File: src/rtl/uart_tx_ctrl.sv
// uart_tx_ctrl: transmit-side UART sequencer.
// Serialises one frame per accepted byte: start bit, DBIT data bits (LSB
// first), optional even-parity bit, then SB_TICK oversampled stop ticks.
// Each bit lasts 16 ticks of the external 16x baud tick (s_tick).
// Drives baud_en so the baud generator runs only while a frame is in flight.
// Optional feature: define UART_TX_PARITY_EN to add the even-parity bit.
module uart_tx_ctrl #(
   parameter int DBIT    = 8,
   parameter int SB_TICK = 16
) (
   input  logic            clk,
   input  logic            reset_n,
   input  logic            s_tick,
   output logic            baud_en,
   input  logic            tx_valid,
   output logic            tx_ready,
   input  logic [DBIT-1:0] din,
   output logic            tx,
   output logic            tx_busy,
   output logic            tx_done_tick
);

   localparam int NW = (DBIT > 1) ? $clog2(DBIT) : 1;
   localparam logic [NW-1:0] N_LAST    = NW'(DBIT - 1);
   localparam logic [5:0]    S_BIT_END = 6'd15;
   localparam logic [5:0]    S_STOP_END = 6'(SB_TICK - 1);

`ifdef UART_TX_PARITY_EN
   typedef enum logic [2:0] {IDLE, START, DATA, PARITY, STOP} state_t;
`else
   typedef enum logic [2:0] {IDLE, START, DATA, STOP} state_t;
`endif

   state_t          state;
   logic [5:0]      s;
   logic [NW-1:0]   n;
   logic [DBIT-1:0] b;
`ifdef UART_TX_PARITY_EN
   logic            p;
`endif

   // Frame sequencer; tx and status outputs are registered from next-state values
   always_ff @(posedge clk) begin
      if (!reset_n) begin
         state        <= IDLE;
         s            <= '0;
         n            <= '0;
         b            <= '0;
         tx           <= 1'b1;
         tx_ready     <= 1'b1;
         tx_busy      <= 1'b0;
         tx_done_tick <= 1'b0;
         baud_en      <= 1'b0;
`ifdef UART_TX_PARITY_EN
         p            <= 1'b0;
`endif
      end else begin
         tx_done_tick <= 1'b0;
         case (state)
            IDLE: begin
               tx      <= 1'b1;
               baud_en <= 1'b0;
               tx_busy <= 1'b0;
               if (tx_valid && tx_ready) begin
                  b        <= din;
                  s        <= '0;
                  state    <= START;
                  tx       <= 1'b0;
                  tx_ready <= 1'b0;
                  tx_busy  <= 1'b1;
                  baud_en  <= 1'b1;
`ifdef UART_TX_PARITY_EN
                  p        <= ^din;
`endif
               end else begin
                  // ready rises one cycle after STOP exits, never during the done pulse
                  tx_ready <= 1'b1;
               end
            end
            START: begin
               if (s_tick) begin
                  if (s == S_BIT_END) begin
                     s     <= '0;
                     n     <= '0;
                     state <= DATA;
                     tx    <= b[0];
                  end else begin
                     s <= s + 6'd1;
                  end
               end
            end
            DATA: begin
               if (s_tick) begin
                  if (s == S_BIT_END) begin
                     s <= '0;
                     b <= {1'b0, b[DBIT-1:1]};
                     if (n == N_LAST) begin
`ifdef UART_TX_PARITY_EN
                        state <= PARITY;
                        tx    <= p;
`else
                        state <= STOP;
                        tx    <= 1'b1;
`endif
                     end else begin
                        n  <= n + NW'(1);
                        tx <= b[1];
                     end
                  end else begin
                     s <= s + 6'd1;
                  end
               end
            end
`ifdef UART_TX_PARITY_EN
            PARITY: begin
               if (s_tick) begin
                  if (s == S_BIT_END) begin
                     s     <= '0;
                     state <= STOP;
                     tx    <= 1'b1;
                  end else begin
                     s <= s + 6'd1;
                  end
               end
            end
`endif
            STOP: begin
               if (s_tick) begin
                  if (s == S_STOP_END) begin
                     s            <= '0;
                     state        <= IDLE;
                     tx           <= 1'b1;
                     tx_done_tick <= 1'b1;
                     baud_en      <= 1'b0;
                     tx_busy      <= 1'b0;
                  end else begin
                     s <= s + 6'd1;
                  end
               end
            end
            default: begin
               state    <= IDLE;
               tx       <= 1'b1;
               tx_ready <= 1'b1;
               tx_busy  <= 1'b0;
               baud_en  <= 1'b0;
            end
         endcase
      end
   end

endmodule

File: config.mk
export PLATFORM = sky130hd
export DESIGN_NAME = uart_tx_ctrl
export DESIGN_NICKNAME = d
export VERILOG_FILES = /design/src/rtl/uart_tx_ctrl.sv
export SDC_FILE = /design/constraint.sdc
export NUM_CORES = 1
export LEC_CHECK = 0
export CELL_PAD_IN_SITES_DETAIL_PLACEMENT = 0
export CELL_PAD_IN_SITES_GLOBAL_PLACEMENT = 1
export CORE_MARGIN = 1.5
export CORE_UTILIZATION = 37
export CTS_CLUSTER_SIZE = 28
export DETAILED_ROUTE_END_ITERATION = 6
export PLACE_DENSITY = 0.81
export SLEW_MARGIN = 15
export SYNTH_ARGS = -nofsm -noshare
export SYNTH_HDL_FRONTEND = slang
export SYNTH_SLANG_ARGS = --single-unit
File: constraint.sdc
create_clock -name clk -period 1.9 [get_ports clk]
set_clock_uncertainty 0.2 [all_clocks]
set_input_delay 0.19 -clock clk [delete_from_list [all_inputs] [get_ports clk]]
set_output_delay 0.19 -clock clk [all_outputs]
set_load 0.01 [all_outputs]
==> summary.txt, run 1 <==
Clock network
  • Root buffer cell: clkbuf_4
  • CTS Buf Count: 3
  • Clock Latency Late Sink: approximately 0.31 ns
  • Clock Sinks: 23
  • CTS tree: built
  • CTS max path bufs: 2
  • Clock H-tree levels: 1
  • Clock slew at reported path FFs: 0.12 ns

Run
  • Max-Cap Viols: 0

Power
  • Total Power: ~0.0019 W
  • Leakage: 0.590 nW
  • Cell Int Power: 0.00116 W
  • Clock Power Share: approximately an eighth
  • Gate power share: 50.9%
  • Reg power frac: a little under two fifths
  • VDD IR max: slightly below 0.0006 V
  • Sw Pwr: approximately 0.0007 W
  • Power per Cell Area: approximately 1200 nW/µm²
  • Net Sw Frac: a little under two fifths

Floorplanning
  • I/O Pins: 17
  • Site Rows: 20
  • Core footprint: ~3100 µm²
  • Initial Util: 39.3%
  • Chip height: 60.2 µm
  • Die ar.: around 3600 µm²
  • Die Width: between 60 and 70 µm

Setup path
  • CP Max Fanout: 7
  • CP max stage cell: dfxtp_1
  • CP peak stage delay: approximately 0.35 ns
  • Critical-path cell list: inv_1 > ha_2 > nand3_1 > nand2b_2 > o221a_2 > o221a_1
  • Delay-heaviest family, CP: compound AO/OA/AOI/OAI gates
  • CP Data Arrival Time: approximately 1.8 ns
  • R2R setup slack: 0.15 ns
  • WS Path Type: reg2reg
  • Worst r2r path cells: 6
  • Reg-to-reg critical path endpoint: b[4]
  • CP Capture Type: register
  • Worst Path Buf+Inv: 1
  • R2r startpoint: state[1]
  • Critical Path RT: between 1.5 and 2 ns
  • CP Launch Type: register

Routing
  • Met3 Routed Length: ~210 µm
  • First-pass DRT Iterations: 4
  • Wirelength, routed: 2.76 mm
  • Wirelength per Cell: between 10 and 15 µm
  • Antenna-violating nets left: 0
  • Highest metal used: met4
  • Met1 Wirelength: 1.29 mm
  • Via Count: 1065
  • First DRT Iteration DRCs: between 50 and 60
  • Metal2 WL: 1.24 mm
  • DRC violations left: 0
  • Vias per Instance: about 5.5

Synth
  • Synth area leaders: dfxtp_1 (38%), ha_1 (8.3%), o221a_1 (6.5%)
  • Post-synthesis sequential area ratio: between 30% and 40%
  • Post-Syn Area per Cell: roughly 9.5 µm²
  • Unique cell type count in the Yosys netlist: 39
  • Post-Synthesis Cells: ~130
  • Yosys Warn Count: 0
  • Total nets after synthesis: ~150
  • Post-synth top area cell: dfxtp_1
  • Top-area cell type share of the netlist area: a little under two fifths
  • Post-synth EDFFs: 0
  • #FFs+latches synth: 23
  • Mapped Area: roughly 1200 µm²
  • Async set or reset register ratio after synthesis: 0%
  • Post-synth top flop: dfxtp_1

Global route
  • Largest net degree at the start of global routing: 18
  • Initial antenna violation count: 0
  • Tot GR Track Use: between 10% and 20%
  • Grt ovf: 0
  • First-pass GRT wire length: about 4.5 mm
  • Vias in the first global route: around 970

Layout
  • Fin area: around 1500 µm²
  • Final net count: approximately 170
  • Most common cell after layout, fill and taps aside: dfxtp_1
  • Final core occ: 48.7%
  • ANT cells: 0
  • Fillcell total: about 310
  • Layout cell share with drive strength beyond 1: around a fifth
  • Most frequent cells in the layout: dfxtp_1 (23), clkdlybuf4s50_1 (16), nand2_1 (11)
  • Synthesis-to-layout area growth: 24.0%

Placed design
  • IO buf count: 16
  • DP HPWL: roughly 2.1 mm
  • RePlAce Congestion: a little over 0.8
  • Cell Area, Placed: between 1000 and 1500 µm²

Hold path
  • Min-delay worst type: reg2reg
  • Hold Startpoint: n[2]
  • Hold Path End: n[2]
  • Hold depth: 2

STA
  • Setup Viol. Count Final: 0
  • Pin slew with the least headroom to its limit: slightly below 0.4 ns
  • Max-slew violations: 0
  • Total Neg Setup Slack: 0 ns
  • Final worst-path cycle share: 92.3%
  • Fin crit period: 1.75 ns
  • Endpoints failing hold: 0
  • Fmax: 570 MHz
  • Hold slack: between 0.2 and 0.3 ns
  • RSZ-0062 raised after global routing: no
  • Slew headroom: 73.7%

Status
  • Status: finished clean
-- state kept, by name (all words and copies together), names as in the netlist --
signal        cells
tx_busy           1
n                 3
b                 8
tx_done_tick      1
tx_ready          1
tx                1
state             2
s                 6
-- per-stage QoR --
| stage | setup slack (ns) | instances |
|---|---|---|
| 3_3_place_gp | 0.0313 | 190 |
| 5_1_grt | 0.0301 | 194 |
| 2_1_floorplan | 0.120 | 127 |
| 6_report | 0.147 | 194 |
| 3_5_place_dp | 0.0271 | 190 |
| 4_1_cts | 0.0581 | 194 |
-- Yosys cell counts, drive strengths merged (3+ instances only) --
library cell	count
nand2	11
o221a	14
and3	4
nand4	3
mux2i	5
nand3	3
ha	8
inv	3
o21ai	5
buf	5
a21oi	7
nor2	11
dfxtp	23
-- worst max-delay path by stage --
stage              from   end  slack, ns  cells past startpoint
6_report       state[1]  b[4]       0.15                      6
5_1_grt        state[1]  b[4]       0.03                      6
4_1_cts        state[0]  b[2]       0.06                      6
3_5_place_dp   tx_valid  b[3]       0.03                      5
3_3_place_gp   tx_valid  b[2]       0.03                      5
2_1_floorplan  state[0]  s[4]       0.12                      7
-- worst reg2reg max path: cells and delay by family (launching register included) --
family | cells | cell delay [ns]
adder cells (fa/ha/maj) | 1 | 0.22
AO/OA/AOI/OAI | 2 | 0.41
buffers and inverters | 1 | 0.09
flip-flops | 1 | 0.35
AND/OR/NAND/NOR | 2 | 0.40
-- what timing repair did --
item | in CTS | in global routing
setup endpoints to repair | 0 | 13
buffers inserted | 0 | 0
hold buffers | 0 | 0
endpoints found under the hold margin | 0 | 0
resized for setup | 0 | 7
-- layout make-up --
cell class / instances / area [µm²] / share of cell area [%]
Tap cell: 44 / 55.1 / 3.67
Sequential cell: 23 / 460 / 30.7
Timing Repair Buffer: 25 / 228 / 15.2
Clock buffer: 4 / 26.3 / 1.75
Inverter: 4 / 15.0 / 1.00
Multi-Input combinational cell: 94 / 716 / 47.7
-- power groups by stage --
stage | Clock, W | Combinational (W) | Sequential (W)
2_1_floorplan | 0 | 0.000625 | 0.000688
3_3_place_gp | 0 | 0.000890 | 0.000686
3_5_place_dp | 0 | 0.000906 | 0.000692
4_1_cts | 0.000235 | 0.000911 | 0.000681
5_1_grt | 0.000255 | 0.00105 | 0.000694
6_report | 0.000227 | 0.000944 | 0.000682
-- metal layers --
metal | up-vias | track usage, %
met1 | 494 | 23.2
met5 | - | 0
met4 | 0 | 4.44
li1 | 529 | -
met3 | 2 | 4.98
met2 | 40 | 25.0
-- kinds of logic (layout without fill, tap and decap cells) --
kind of cell	Yosys count	after routing	synth area share (%)
buffers and inverters	10	33	4.34
xor gates and xnor gates	1	1	0.724
AOI/OAI and AO/OA	38	38	25.6
DFF	23	23	38.1
and+or+nand+nor	41	41	17.6
muxes	6	6	5.38
adders and majority gates	8	8	8.27
(Power assumes the default switching activity.)
==> inputs of run 2 (changes only) <==
--- a/config.mk
+++ b/config.mk
@@ -16,3 +16,4 @@
 export SYNTH_ARGS = -nofsm -noshare
 export SYNTH_HDL_FRONTEND = slang
 export SYNTH_SLANG_ARGS = --single-unit
+export TNS_END_PERCENT = 50
==> results of run 2 <==
Same layout as run 1: the final DEF is identical, and so are final timing and power.
==> inputs of run 3 (changes only) <==
--- a/config.mk
+++ b/config.mk
@@ -9,9 +9,9 @@
 export CELL_PAD_IN_SITES_GLOBAL_PLACEMENT = 1
 export CORE_MARGIN = 1.5
 export CORE_UTILIZATION = 37
-export CTS_CLUSTER_SIZE = 28
 export DETAILED_ROUTE_END_ITERATION = 6
 export PLACE_DENSITY = 0.81
+export SETUP_SLACK_MARGIN = 0.5
 export SLEW_MARGIN = 15
 export SYNTH_ARGS = -nofsm -noshare
 export SYNTH_HDL_FRONTEND = slang
==> summary.txt, run 3 (same netlist as run 1, synthesis figures left out) <==
STA
  • Endpoints failing hold: 0 (unchanged)
  • Final setup margin: 0.215 ns (+0.0683 ns)
  • Pin slew with the least headroom to its limit: 0.266 ns (-0.128 ns)
  • Final worst-path cycle share: 88.7% (-3.6 points)
  • Total Neg Setup Slack: 0 ns (unchanged)
  • RSZ-0062 raised after global routing: yes
  • Slew headroom: 82.1% (+8.4 points)
  • Fin crit period: 1.69 ns (-0.0683 ns)
  • Fmax: 593 MHz (+4.1%)
  • Setup Viol. Count Final: 0 (unchanged)
  • Max-slew violations: 0 (unchanged)

Power
  • Leakage: 0.671 nW (+14%)
  • Clock Power Share: 10.3% (-2.0 points)
  • Total Power: 0.00224 W (+21%)
  • Reg power frac: 31.5% (-5.3 points)
  • Sw Pwr: 0.000830 W (+20%)
  • Gate power share: 58.2% (+7.3 points)
  • Net Sw Frac: 37.2% (-0.15 points)
  • VDD IR max: 0.000645 V (+12%)
  • Cell Int Power: 0.00140 W (+21%)
  • Power per Cell Area: 1320 nW/µm² (+7.0%)

Global route
  • First-pass GRT wire length: 4.75 mm (+4.9%)
  • Tot GR Track Use: 17.8% (+1.1 points)
  • Grt ovf: 0 (unchanged)
  • Gr busiest metal: met2
  • Met3 Use GR: 5.41% (+0.43 points)
  • Vias in the first global route: 1032 (+6.3%)
  • Initial antenna violation count: 0 (unchanged)
  • Met2 usage: 29.0% (+4.0 points)
  • Largest net degree at the start of global routing: 18 (unchanged)
  • Met1 GRT Util: 22.4% (-0.73 points)

Layout
  • Top reg by flops: b
  • Final net count: 180 (+5.3%)
  • Most common cell after layout, fill and taps aside: dfxtp_1
  • ANT cells: 0 (unchanged)
  • Most frequent cells in the layout: dfxtp_1 (17), buf_4 (14), clkdlybuf4s50_1 (13)
  • Fillcell total: 270 (-13%)
  • Number of flip-flops under the largest register name: 8 (unchanged)
  • Synthesis-to-layout area growth: 39.8%
  • Largest regs: b x8, s x6, n x3
  • Footprint of the multi-input gates: 810 µm² (+13%)
  • Layout cell share with drive strength beyond 1: 35.8% (+16 points)
  • Register area: 475 µm² (+3.3%)

Routing
  • DRC violations left: 0 (unchanged)
  • Via Count: 1112 (+4.4%)
  • Vias per Instance: 5.48 (-0.22%)
  • First DRT Iteration DRCs: 58 (+7.4%)
  • Antenna-violating nets left: 0 (unchanged)
  • First-pass DRT Iterations: 4 (unchanged)
  • Wirelength per Cell: 14.8 µm (+4.4%)
  • Wirelength, routed: 3.01 mm (+9.2%)

Clock network
  • CTS max path bufs: 2 (unchanged)
  • CTS Buf Count: 3 (unchanged)
  • Post-CTS Hold Buffers: 0 (unchanged)
  • CTS tree: built
  • Clock H-tree levels: 1 (unchanged)
  • Root buffer cell: clkbuf_4
  • Clock slew at reported path FFs: 0.13 ns (about the same)
  • Clock Sinks: 23 (unchanged)
  • Clock Latency Late Sink: 0.31 ns (about the same)

Setup path
  • Delay-heaviest family, CP: flip-flops
  • CP Max Fanout: 8 (+1)
  • Cell mode on critical path: buf_6
  • WS Path Type: reg2reg
  • Critical-path cell list: inv_4 > ha_4 > buf_6 > buf_6 > mux2_4 > o221a_1
  • Critical Path RT: 1.92 ns (about the same)
  • CP Launch Type: register
  • CP Data Arrival Time: 1.71 ns (-0.06 ns)
  • CP max stage cell: dfxtp_4
  • CP Capture Type: register
  • CP peak stage delay: 0.38 ns (+0.03 ns)
  • Worst Path Buf+Inv: 3 (+2)

Placed design
  • Setup WS pre-CTS: 0.0296 ns (+0.00253 ns)
  • IO buf count: 16 (unchanged)
  • RePlAce Congestion: 0.807 (-0.32%)
  • DP HPWL: 1.86 mm (-12%)

Floorplanning
  • Site Rows: 20 (unchanged)
  • Die Width: 60.2 µm (unchanged)
  • Initial Util: 39.3% (unchanged)
  • Chip height: 60.2 µm (unchanged)
  • Die ar.: 3620 µm² (unchanged)
  • Core footprint: 3080 µm² (unchanged)
  • I/O Pins: 17 (unchanged)

Hold path
  • Min-delay worst type: reg2reg

Run
  • Max-Cap Viols: 0 (unchanged)

Status
  • Status: finished clean
[run 3: metrics by stage]
stage                     cell area (µm²)  hold WS [ns]  utilization (%)  cells
after floorplan                      1270         0.209                -    127
after global placement               1460         0.242             47.3    184
after detailed placement             1460         0.255             47.3    184
after CTS                            1670         0.273             54.3    203
after global routing                 1690         0.295             55.0    203
final                                1690         0.273             55.0    203
[run 3: path summary, 6_finish.rpt]
check                 from  slack [ns]  cells after the start    to
setup / recovery  state[1]        0.21                      6  b[3]
setup reg to reg  state[1]        0.21                      6  b[3]
hold reg to reg       n[1]        0.27                      2  n[1]
hold / removal        n[1]        0.27                      2  n[1]
[run 3: layout make-up]
cell class	count	share of cell area [%]
Inverter	4	1.18
Sequential cell	23	28.1
Multi-Input combinational cell	95	47.9
Timing Repair Buffer	33	18.0
Clock buffer	4	1.55
Tap cell	44	3.25
[run 3: metal layers]
metal  vias to the layer above  routed length (µm)
li1                        547                   -
met4                         0                  46
met5                         -                   0
met1                       522                1400
met3                         6                 164
met2                        37                1410
[run 3: power groups by stage]
stage	registers [W]	clock network (W)	logic (W)
after floorplan	0.000698	0	0.000724
after global placement	0.000708	0	0.000882
after detailed placement	0.000709	0	0.000899
after CTS	0.000701	0.000248	0.00124
after global routing	0.000720	0.000263	0.00139
final	0.000704	0.000231	0.00130
[run 3: worst min-delay path: cells and delay by family (launching register included)]
kind / cells / cell delay (ns)
AO/OA/AOI/OAI: 1 / 0.05
flip-flops: 1 / 0.34
AND/OR/NAND/NOR: 1 / 0.05
[run 3: what timing repair did]
| item | in CTS | in global routing |
|---|---|---|
| cloned | 1 | 0 |
| pin swaps | 7 | 6 |
| endpoints found under the setup margin | 26 | 26 |
| buffers inserted | 14 | 0 |
| gates resized for setup | 26 | 3 |
